### src/rtl/hyperbus_pkg.sv
// HyperBus sequencer shared definitions: FSM states, CA bit positions, word width.
// No logic here; latency and backpressure are defined by the users of this package.
package hyperbus_pkg;

  localparam int HB_WORD_W = 16;
  localparam int HB_CA_W   = 48;

  localparam int CA_RW = 47;
  localparam int CA_AS = 46;
  localparam int CA_BT = 45;

  typedef enum logic [2:0] {
    ST_IDLE,
    ST_CS_SETUP,
    ST_CA0,
    ST_CA1,
    ST_CA2,
    ST_LATENCY,
    ST_DATA,
    ST_CS_HOLD
  } hb_state_t;

endpackage

### src/rtl/hyperbus_ca_pack.sv
// Packs we/reg/word address into the 48-bit HyperBus command/address word.
// Purely combinational (0 cycles); no flow control.
module hyperbus_ca_pack
  import hyperbus_pkg::*;
(
  input  logic               we,
  input  logic               regsp,
  input  logic [31:0]        addr,
  output logic [HB_CA_W-1:0] ca
);

  always_comb begin
    ca          = '0;
    ca[CA_RW]   = ~we;
    ca[CA_AS]   = regsp;
    ca[CA_BT]   = 1'b1;           // linear burst
    ca[44:16]   = addr[31:3];
    ca[2:0]     = addr[2:0];
  end

endmodule

### src/rtl/hyperbus_seq.sv
// HyperBus burst sequencer: CS/CK gating, CA words, latency count, data streaming.
// First CA word 2 cycles after accept; write underrun stalls CK, reads have no backpressure.
module hyperbus_seq
  import hyperbus_pkg::*;
#(
  parameter int LATENCY    = 6,
  parameter int LEN_WIDTH  = 8,
  parameter int RD_TIMEOUT = 64
) (
  input  logic                 clk,
  input  logic                 rst,
  input  logic                 req_valid_i,
  output logic                 req_ready_o,
  input  logic                 req_we_i,
  input  logic                 req_reg_i,
  input  logic [31:0]          req_addr_i,
  input  logic [LEN_WIDTH-1:0] req_len_i,
  input  logic [HB_WORD_W-1:0] wr_data_i,
  input  logic                 wr_valid_i,
  output logic                 wr_ready_o,
  output logic [HB_WORD_W-1:0] rd_data_o,
  output logic                 rd_valid_o,
  output logic                 done_o,
  output logic                 err_o,
  output logic                 cs_n_o,
  output logic                 ck_en_o,
  output logic [HB_WORD_W-1:0] dq_o,
  output logic                 dq_oe_o,
  input  logic [HB_WORD_W-1:0] dq_i,
  input  logic                 rwds_i,
  input  logic                 rwds_strobe_i,
  output logic                 rwds_oe_o,
  output logic                 rwds_o
);

  localparam int LAT_W = $clog2(2*LATENCY+1);
  localparam int TO_W  = $clog2(RD_TIMEOUT+1);

  hb_state_t state, state_nxt;

  logic                 we_q, reg_q, rwds_q, aborted_q;
  logic [31:0]          addr_q;
  logic [LEN_WIDTH-1:0] len_q;
  logic [LAT_W-1:0]     lat_cnt;
  logic [LEN_WIDTH:0]   wcnt;
  logic [TO_W-1:0]      to_cnt;
  logic [HB_CA_W-1:0]   ca;

  logic [LAT_W-1:0] lat_last;
  logic             last_word, wr_beat, rd_beat, rd_to;

  hyperbus_ca_pack u_ca_pack (
    .we    (we_q),
    .regsp (reg_q),
    .addr  (addr_q),
    .ca    (ca)
  );

  assign lat_last  = rwds_q ? LAT_W'(2*LATENCY-1) : LAT_W'(LATENCY-1);
  assign last_word = (wcnt == {1'b0, len_q});
  assign wr_beat   = (state == ST_DATA) &&  we_q && wr_valid_i;
  assign rd_beat   = (state == ST_DATA) && !we_q && rwds_strobe_i;
  assign rd_to     = (state == ST_DATA) && !we_q && !rwds_strobe_i &&
                     (to_cnt == TO_W'(RD_TIMEOUT-1));

  always_comb begin
    state_nxt   = state;
    req_ready_o = 1'b0;
    wr_ready_o  = 1'b0;
    cs_n_o      = 1'b0;
    ck_en_o     = 1'b0;
    dq_o        = '0;
    dq_oe_o     = 1'b0;
    rwds_oe_o   = 1'b0;
    rwds_o      = 1'b0;
    case (state)
      ST_IDLE: begin
        req_ready_o = 1'b1;
        cs_n_o      = 1'b1;
        if (req_valid_i) state_nxt = ST_CS_SETUP;
      end
      ST_CS_SETUP: state_nxt = ST_CA0;
      ST_CA0: begin
        ck_en_o   = 1'b1;
        dq_oe_o   = 1'b1;
        dq_o      = ca[47:32];
        state_nxt = ST_CA1;
      end
      ST_CA1: begin
        ck_en_o   = 1'b1;
        dq_oe_o   = 1'b1;
        dq_o      = ca[31:16];
        state_nxt = ST_CA2;
      end
      ST_CA2: begin
        ck_en_o   = 1'b1;
        dq_oe_o   = 1'b1;
        dq_o      = ca[15:0];
        state_nxt = (we_q && reg_q) ? ST_DATA : ST_LATENCY;
      end
      ST_LATENCY: begin
        ck_en_o = 1'b1;
        if (lat_cnt == lat_last) state_nxt = ST_DATA;
      end
      ST_DATA: begin
        if (we_q) begin
          // CK only toggles when a word is available, so an underrun just pauses the burst
          dq_oe_o    = 1'b1;
          rwds_oe_o  = ~reg_q;
          wr_ready_o = wr_valid_i;
          ck_en_o    = wr_valid_i;
          dq_o       = wr_data_i;
          if (wr_valid_i && last_word) state_nxt = ST_CS_HOLD;
        end else begin
          ck_en_o = 1'b1;
          if ((rd_beat && last_word) || rd_to) state_nxt = ST_CS_HOLD;
        end
      end
      ST_CS_HOLD: state_nxt = ST_IDLE;
      default: begin
        cs_n_o    = 1'b1;
        state_nxt = ST_IDLE;
      end
    endcase
  end

  always_ff @(posedge clk or posedge rst) begin
    if (rst) begin
      state      <= ST_IDLE;
      we_q       <= 1'b0;
      reg_q      <= 1'b0;
      addr_q     <= '0;
      len_q      <= '0;
      rwds_q     <= 1'b0;
      aborted_q  <= 1'b0;
      lat_cnt    <= '0;
      wcnt       <= '0;
      to_cnt     <= '0;
      rd_valid_o <= 1'b0;
      rd_data_o  <= '0;
      done_o     <= 1'b0;
      err_o      <= 1'b0;
    end else begin
      state <= state_nxt;
      if (state == ST_IDLE && req_valid_i) begin
        we_q   <= req_we_i;
        reg_q  <= req_reg_i;
        addr_q <= req_addr_i;
        len_q  <= req_len_i;
      end
      if (state == ST_CA1) rwds_q <= rwds_i;
      lat_cnt <= (state == ST_LATENCY) ? lat_cnt + 1'b1 : '0;
      if (state != ST_DATA)          wcnt <= '0;
      else if (wr_beat || rd_beat)   wcnt <= wcnt + 1'b1;
      if (state != ST_DATA || we_q || rwds_strobe_i) to_cnt <= '0;
      else                                          to_cnt <= to_cnt + 1'b1;
      rd_valid_o <= rd_beat;
      if (rd_beat) rd_data_o <= dq_i;
      err_o <= rd_to;
      if (rd_to)                 aborted_q <= 1'b1;
      else if (state == ST_IDLE) aborted_q <= 1'b0;
      done_o <= (state == ST_CS_HOLD) && !aborted_q;
    end
  end

endmodule
### config.mk
export PLATFORM = sky130hd
export DESIGN_NAME = hyperbus_seq
export DESIGN_NICKNAME = d
export VERILOG_FILES = /design/src/rtl/hyperbus_pkg.sv /design/src/rtl/hyperbus_ca_pack.sv /design/src/rtl/hyperbus_seq.sv
export SDC_FILE = /design/constraint.sdc
export NUM_CORES = 1
export LEC_CHECK = 0
export BUFFER_PORTS_ARGS = -buffer_cell sky130_fd_sc_hd__buf_2
export CORE_MARGIN = 2
export CORE_UTILIZATION = 33
export DETAILED_ROUTE_END_ITERATION = 10
export GPL_ROUTABILITY_DRIVEN = 1
export GPL_TIMING_DRIVEN = 0
export PLACE_DENSITY = 0.6
export SLEW_MARGIN = 20
export SYNTH_ARGS = -nofsm -noshare
export SYNTH_HDL_FRONTEND = slang
export SYNTH_SLANG_ARGS = --single-unit
### constraint.sdc
create_clock -name clk -period 7.5 [get_ports clk]
set_input_delay 1.125 -clock clk [delete_from_list [all_inputs] [get_ports clk]]
set_output_delay 1.125 -clock clk [all_outputs]
set_load 0.01 [all_outputs]
* After elaboration in Yosys (flattened, before gate mapping)
Cells that the tools add are included.
** Operators by class
- Add/subtract/negate cells :: 3
- Eq/ne operators :: 15
- Mux-type cells :: 25
- Bitwise gates (word level) :: 2
- Reduce and logical (&&, ||, !) cells :: 24
** Operator list (number)
- $pmux W16 S4 :: 1
- $pmux W3 S8 :: 1
- $mux W9 :: 2
- $mux W16 :: 1
- $mux W3 :: 5
- $eq A3 B3 Y1 const B :: 4
- $logic_and A1 B1 Y1 :: 11
- $add A9 B1 Y9 const B :: 1
- $eq A9 B8 Y1 :: 1
- $mux W1 :: 9
- $mux W4 :: 2
- $add A7 B1 Y7 const B :: 1
- $eq A7 B6 Y1 const B :: 1
- $mux W7 :: 1
- $eq A3 B2 Y1 const B :: 2
- $ne A3 B2 Y1 const B :: 2
- $add A4 B1 Y4 const B :: 1
- $eq A4 B4 Y1 :: 1
- $logic_or A1 B1 Y1 :: 4
- $ne A2 B2 Y1 const B :: 2
- $pmux W1 S2 :: 2
- $reduce_and A4 Y1 :: 1
- $reduce_bool A2 Y1 :: 2
- $reduce_or A4 Y1 :: 1
- 7 further kinds :: 10
** Storage, ports and cells
- Register bits after elaboration :: 86
- Output and inout bits :: 42

* Longest topological paths before layout
Gate-level depths: netlist (run 1).
- Depth after elaboration :: 8
- Gate-level depth with buffers :: 7
- Mapped depth without buffers :: 5

* Modules after synthesis
Synthesis (run 1) repeated with hierarchy kept, for this count alone.
** Second synthesis, totals
- Cell total of the unflattened synthesis :: 389
- Area total of the unflattened synthesis :: 4464.3 um2
** Modules (own cells, without submodules)
- hyperbus_seq :: times used 1, cells each 339, area an instance 4100.2 um2, seq. area each 2152.1 um2
- hyperbus_ca_pack :: times used 1, cells each 50, area an instance 364.1 um2, seq. area each 0.0 um2

* Worst setup path before layout (run 1)
Ideal clock, no wire load.
- Kind :: input -> output
- Start :: input port wr_valid_i
- End :: output port ck_en_o
- Arrival time :: 1483 ps
- Data required time :: 6375 ps
- Slack :: 4892 ps
- Cell stages on the path :: 4
- Path buffers :: 0
- Path through :: inv_1 > a21oi_1 > nor2_1 > nor2_1
** Between the ends
- Cells in the longest elaborated chain, start to end :: 2
** Ends and longest elaborated chain
- from (decl) :: line hyperbus_seq.sv:19 : input logic wr_valid_i,
- $mux W1 :: line hyperbus_seq.sv:106 : if (we_q) begin
- $pmux W1 S2 :: line hyperbus_seq.sv:76 : case (state)
- to (decl) :: line hyperbus_seq.sv:26 : output logic ck_en_o,
Every way passes these cells.

* Worst setup path in the final report (run 1)
- Start :: register state[2]
- End :: output port dq_o[5]
** Between the ends
- Cells in the longest elaborated chain, start to end :: 2
** Ends and longest elaborated chain
- from (decl) :: line hyperbus_seq.sv:39 : hb_state_t state, state_nxt;
- from (signal assigned) :: line hyperbus_seq.sv:144 : state <= state_nxt;
- $eq A3 B3 Y1 or $eq A3 B2 Y1 (tied branches) :: line hyperbus_seq.sv:76
- $pmux W16 S4 * :: line hyperbus_seq.sv:76
- to (decl) :: line hyperbus_seq.sv:27 : output logic [HB_WORD_W-1:0] dq_o,
Mark *: on every way between the ends. The rest lies on a longest branch, timed or not.

==> results of run 1 <==
[how the worst max path moves through the flow]
stage / startpoint / endpoint / slack [ps] / cells after the start
floorplan: rst / aborted_q$_DFFE_PP0P_ / 4150 / 1
global placement: rst / len_q[2]$_DFFE_PP0P_ / 3070 / 2
detailed placement: state[0]$_DFFE_PP0P_ / dq_o[5] / 4370 / 6
CTS: state[2]$_DFFE_PP0P_ / dq_o[5] / 3980 / 7
global route: state[2]$_DFFE_PP0P_ / dq_o[5] / 3810 / 7
finish: state[2]$_DFFE_PP0P_ / dq_o[5] / 4080 / 7
[worst register-to-register path: stages, from the launching register on]
cell     delay, ps
dfrtp_1        390
buf_6          150
nor3_2         320
and2_1         180
buf_4          190
buf_6          190
mux2_2         350
[through the flow]
step / utilization / setup slack, ps / hold slack (ps) / area (sq um) / std cells
floorplan: - / 4153 / 407.2 / 4099 / 344
global placement: 0.4071 / 3072 / 423.0 / 4910 / 632
detailed placement: 0.4095 / 4374 / 432.2 / 4940 / 633
CTS: 0.4325 / 3982 / 438.6 / 5216 / 649
global route: 0.4325 / 3814 / 455.4 / 5216 / 649
finish: 0.4325 / 4077 / 430.8 / 5216 / 649
[cell type report]
cell class,instances,area share
Sequential cell,86,0.4126
Multi-Input combinational cell,232,0.3404
Timing Repair Buffer,121,0.1204
Clock buffer,9,0.04318
Tap cell,168,0.04030
Buffer,20,0.02854
Clock inverter,7,0.009834
Inverter,6,0.004797
[cell usage in the layout (no fill, tap or decap), drive strengths merged, types with 2 or more instances in the layout]
cell	count
a21o	2
a21oi	9
a221o	3
a22oi	2
and2	3
and3	2
and4b	3
buf	135
clkbuf	15
clkinv	5
clkinvlp	2
dfrtp	86
ha	3
inv	6
mux2	58
mux2i	15
nand2	24
nand2b	2
nand3	6
nand3b	2
nand4	5
nand4b	2
nor2	26
nor2b	2
nor3	8
nor3b	4
nor4	3
o21ai	17
or2	2
xnor2	6
xor2	15
[metal layers]
layer / share of wire / track usage
met1: 0.45 / 0.2027
met5: 0 / 0
met3: 0.065 / 0.05387
met2: 0.47 / 0.2468
met4: 0.017 / 0.06024
[flip-flops by register name, summed over array words and instances (netlist names)]
name	flops
addr_q	32
rd_data_o	16
wcnt	9
len_q	8
to_cnt	7
lat_cnt	4
state	3
aborted_q	1
done_o	1
err_o	1
rd_valid_o	1
reg_q	1
rwds_q	1
we_q	1
[power by group]
part | leakage [nW] | total, mW | switching, mW | internal [mW]
registers | 1.08 | 0.737 | 0.0960 | 0.641
logic | 1.26 | 0.778 | 0.392 | 0.386
clock network | 0.131 | 0.417 | 0.193 | 0.225
[kinds of logic after synthesis]
group	synth area share
simple gates	0.1300
flops	0.5250
mux	0.1960
compound gates	0.05220
buf+inv	0.04182
xor+xnor	0.04487
fa+ha+maj	0.009158
other cells	0.0009149
==> results.cfg, run 1 <==
[timing]
period_share = 0.4565
fin_tns_setup_ps = 0
fin_skew_ps = 7.982
worst_pin_slew_ps = 551.4
rsz0062_at_grt = false
maxSlewViolCount = 0
timing.slew.headroom = 0.6324
layout_min_cycle_time_ps = 3423
setup_viol = 0
max_freq_ghz = 0.2921
hold_viol = 0

[job]
drv_cap = 0

[synth]
ys_top_cells_by_count = dfrtp_1, mux2_2, nor2_1
ys_seq_area_frac = 0.5250
ys.flop_type = dfrtp_1
synthesis.area_sq_um = 4099
synth.most_common_cell = dfrtp_1
syn_inst = 344
synth_edf_count = 0
yosysWarnings = 0
avgSynthCellArea_sq_um = 11.92
yosys.area.top_type = dfrtp_1
async_flop_share = 1.000
yosys_register_bits = 86
yosysUniqueCellTypes = 43
synth_top_area_share = 0.5250
synth_fp_nets = 427
yosys-top-cells-area = dfrtp_1, mux2_2, mux2i_1

[drt]
vias_per_cell = 4.678
vias = 3036
ant_nets = 0
drt_iter0_drc = 153
drt_first_pass_iters = 4
post-route-drc-count = 0
wl_microns = 9932
wl_per_cell_microns = 15.30

[pwr]
p_per_area_nw_per_um2 = 370.5
ir_drop_mv = 0.1332
cellLeakagePower_nw = 2.475
power_mw = 1.932

[clock_tree]
cts_root_buf = clkbuf_16
cts_resized = 0
cts_setup_buffers = 0
cts_tree = done
clock_sinks = 86
clk_latency_ps = 350
h-tree-depth = 3
cts_buffers = 9
clockBufferDepth = 2
clkTransAtPathRegs_ps = 60
postCtsHoldBufs = 0

[placement]
hpwlAfterDp_microns = 7357
place.gp.congestion = 0.7906
port_buffers = 120

[worst_hold_path]
hold_path_end = done_o$_DFF_PP0_
holdCritPathClass = flop to flop
min_path_cells = 1
min_from = aborted_q$_DFFE_PP0P_

[layout]
fin_nets = 559
seqCellArea_sq_um = 2152
fillers = 1163
syn_to_final_growth_pct = 27.26
multi_input_area_sq_um = 1775
drive_gt1_frac = 0.4304
antennaDiodeCount = 0

[worst_setup_path]
path_buf_inv = 3
r2r-end = addr_q[30]$_DFFE_PP0P_
cp-end-kind = output port
critical-path-top-delay-family = buffers and inverters
slowest_delay_ps = 490
r2r_slack_ps = 5600
critical_path.max_fanout = 10
reg2regPathDepth = 6
start_kind = flop
critPathArrivalTime_ps = 2300
worstPathCellList = buf_6 > nand3b_4 > nor2_1 > clkbuf_1 > nand2_1 > o21ai_0 > buf_2
cpMaxStageDelayCell = clkbuf_1
r2r_start = state[2]$_DFFE_PP0P_
required_ps = 6380
critPathKind = flop to output port

[die]
placementRows = 40
die_h_microns = 115.5
start_util = 0.3398
design.core.area_sq_um = 12060
die_w_microns = 115.5
dieArea_sq_um = 13330
pin_count = 122

[grt]
antenna_found_initial = 0
grt_pass1_wl_microns = 15780
grt_pass1_vias = 3106
grt_max_degree = 57
grt-ovfl-total = 0
grtUsageTotal = 0.1577

[status]
outcome = complete, no violations
(Power assumes the default switching activity.)
==> run 2, diff against run 1 <==
--- a/config.mk
+++ b/config.mk
@@ -11,7 +11,7 @@
 export DETAILED_ROUTE_END_ITERATION = 10
 export GPL_ROUTABILITY_DRIVEN = 1
 export GPL_TIMING_DRIVEN = 0
-export PLACE_DENSITY = 0.6
+export PLACE_DENSITY = 0.62
 export SLEW_MARGIN = 20
 export SYNTH_ARGS = -nofsm -noshare
 export SYNTH_HDL_FRONTEND = slang
==> constraint.sdc (replaced) <==
create_clock -name clk -period 2.9 [get_ports clk]
set_input_delay 0.435 -clock clk [delete_from_list [all_inputs] [get_ports clk]]
set_output_delay 0.435 -clock clk [all_outputs]
set_load 0.01 [all_outputs]
==> results.cfg, run 2 (synthesis results as in run 1) <==
[placement]
hpwlAfterDp_microns = 7260
post-place-ws_ps = 521.9
dp.cells = 633
port_buffers = 120
place.gp.congestion = 0.8063

[die]
start_util = 0.3398
die_w_microns = 115.5
placementRows = 40
design.core.area_sq_um = 12060
pin_count = 122
die_h_microns = 115.5
dieArea_sq_um = 13330

[drt]
vias = 3030
ant_nets = 0
wl_microns = 9670
drt_iter0_drc = 135
vias_per_cell = 4.669
drt_first_pass_iters = 4
wl_per_cell_microns = 14.90
post-route-drc-count = 0

[worst_setup_path]
required_ps = 2470
critPathKind = flop to output port
critPathArrivalTime_ps = 2120
slowest_delay_ps = 460
start_kind = flop
cpMaxStageDelayCell = nor2_1
worstPathCellList = buf_6 > nand3b_4 > nor2_1 > clkbuf_2 > nand2_1 > o21ai_0 > buf_2
critical_path.max_fanout = 10
cp-end-kind = output port

[layout]
drive_gt1_frac = 0.4324
instances_no_fill = 649
top_regs = addr_q x32, rd_data_o x16, wcnt x9
syn_to_final_growth_pct = 27.53
antennaDiodeCount = 0
largest_reg_flops = 32
fin_nets = 559
final_cell_mix = buf_2, dfrtp_1, mux2_2, nor2_1, nand2_1
top_register = addr_q
final_common_cell = buf_2

[clock_tree]
clkTransAtPathRegs_ps = 60
clockBufferDepth = 2
h-tree-depth = 3
cts_buffers = 9
cts_tree = done
clk_latency_ps = 340
clock_sinks = 86
cts_setup_buffers = 0
cts_root_buf = clkbuf_16

[timing]
period_share = 0.8821
layout_min_cycle_time_ps = 2558
timing.slew.headroom = 0.5965
rsz0062_at_grt = false
fin_skew_ps = 5.855
worst_pin_slew_ps = 603.9
hold_viol = 0
setup_ws_ps = 341.8
setup_viol = 0
fin_tns_setup_ps = 0
maxSlewViolCount = 0
max_freq_ghz = 0.3909

[grt]
grt-ovfl-total = 0
grtUsageTotal = 0.1512
grt_pass1_vias = 2967
grt_pass1_wl_microns = 15250
antenna_found_initial = 0
grt_max_degree = 47

[pwr]
intPower_mw = 3.301
p_per_area_nw_per_um2 = 958.7
p_sw_frac = 0.3414
pwr-share-clk = 0.220
ir_drop_mv = 0.3657
combPwrFrac = 0.399
power_frac_seq = 0.380
cellLeakagePower_nw = 2.495
p_switching_mw = 1.711

[worst_hold_path]
holdCritPathClass = input port to asynchronous set/reset pin

[status]
outcome = complete, no violations

[job]
drv_cap = 0
run 2: what timing repair did:
action	4_1_cts	5_1_grt
endpoints found under the setup margin	0	1
hold buffers	0	0
gates resized for setup	0	2
run 2: path summary, 6_finish.rpt:
check	startpoint	endpoint	slack, ps	cells after the start
setup / recovery	state[2]$_DFFE_PP0P_	dq_o[12]	340	7
hold / removal	rst	state[1]$_DFFE_PP0P_	150	2
setup reg to reg	state[2]$_DFFE_PP0P_	addr_q[26]$_DFFE_PP0P_	1020	6
hold reg to reg	aborted_q$_DFFE_PP0P_	done_o$_DFF_PP0_	430	1
max in group asynchronous	rst	addr_q[26]$_DFFE_PP0P_	2130	3
min in group clk	req_addr_i[16]	addr_q[16]$_DFFE_PP0P_	300	3
run 2: through the flow:
stage                     area, sq um  hold slack (ps)  total power, mW    util
after floorplan                  4099            407.2            3.273       -
after global placement           4910            430.9            3.902  0.4071
after detailed placement         4940            433.9            3.969  0.4095
after CTS                        5226            164.7            5.097  0.4333
after global routing             5228            199.5            5.384  0.4334
final                            5228            153.8            5.012  0.4334
run 2: power by group through the flow:
stage               combinational (mW)  sequential [mW]  clock (mW)
finish                            2.00             1.91        1.11
floorplan                         1.35             1.92           0
global placement                  1.99             1.91           0
detailed placement                2.04             1.93           0
global route                      2.22             1.97        1.20
CTS                               2.04             1.91        1.14
run 2: layout make-up:
class                      count  area (sq um)
timing repair buffer         121         628.1
clock buffer                  12         266.5
fill                        1196          6834
inverter                       6         25.02
multi-input combinational    232          1775
sequential                    86          2152
clock inverter                 4         20.02
tap                          168         210.2
buffer                        20         150.1
run 2: critical path: cells and delay by family (launching register included):
kind | cells | cell delay [ps]
buffers and inverters | 3 | 680
and+or+nand+nor | 3 | 650
DFF | 1 | 380
AOI/OAI and AO/OA | 1 | 70
run 2: per-layer routing:
layer | up-vias | share of wire | GRT usage
met4 | 0 | 0.019 | 0.06747
met3 | 11 | 0.046 | 0.03190
met2 | 83 | 0.48 | 0.2390
li1 | 1472 | - | -
met1 | 1464 | 0.46 | 0.2006
met5 | - | 0 | 0
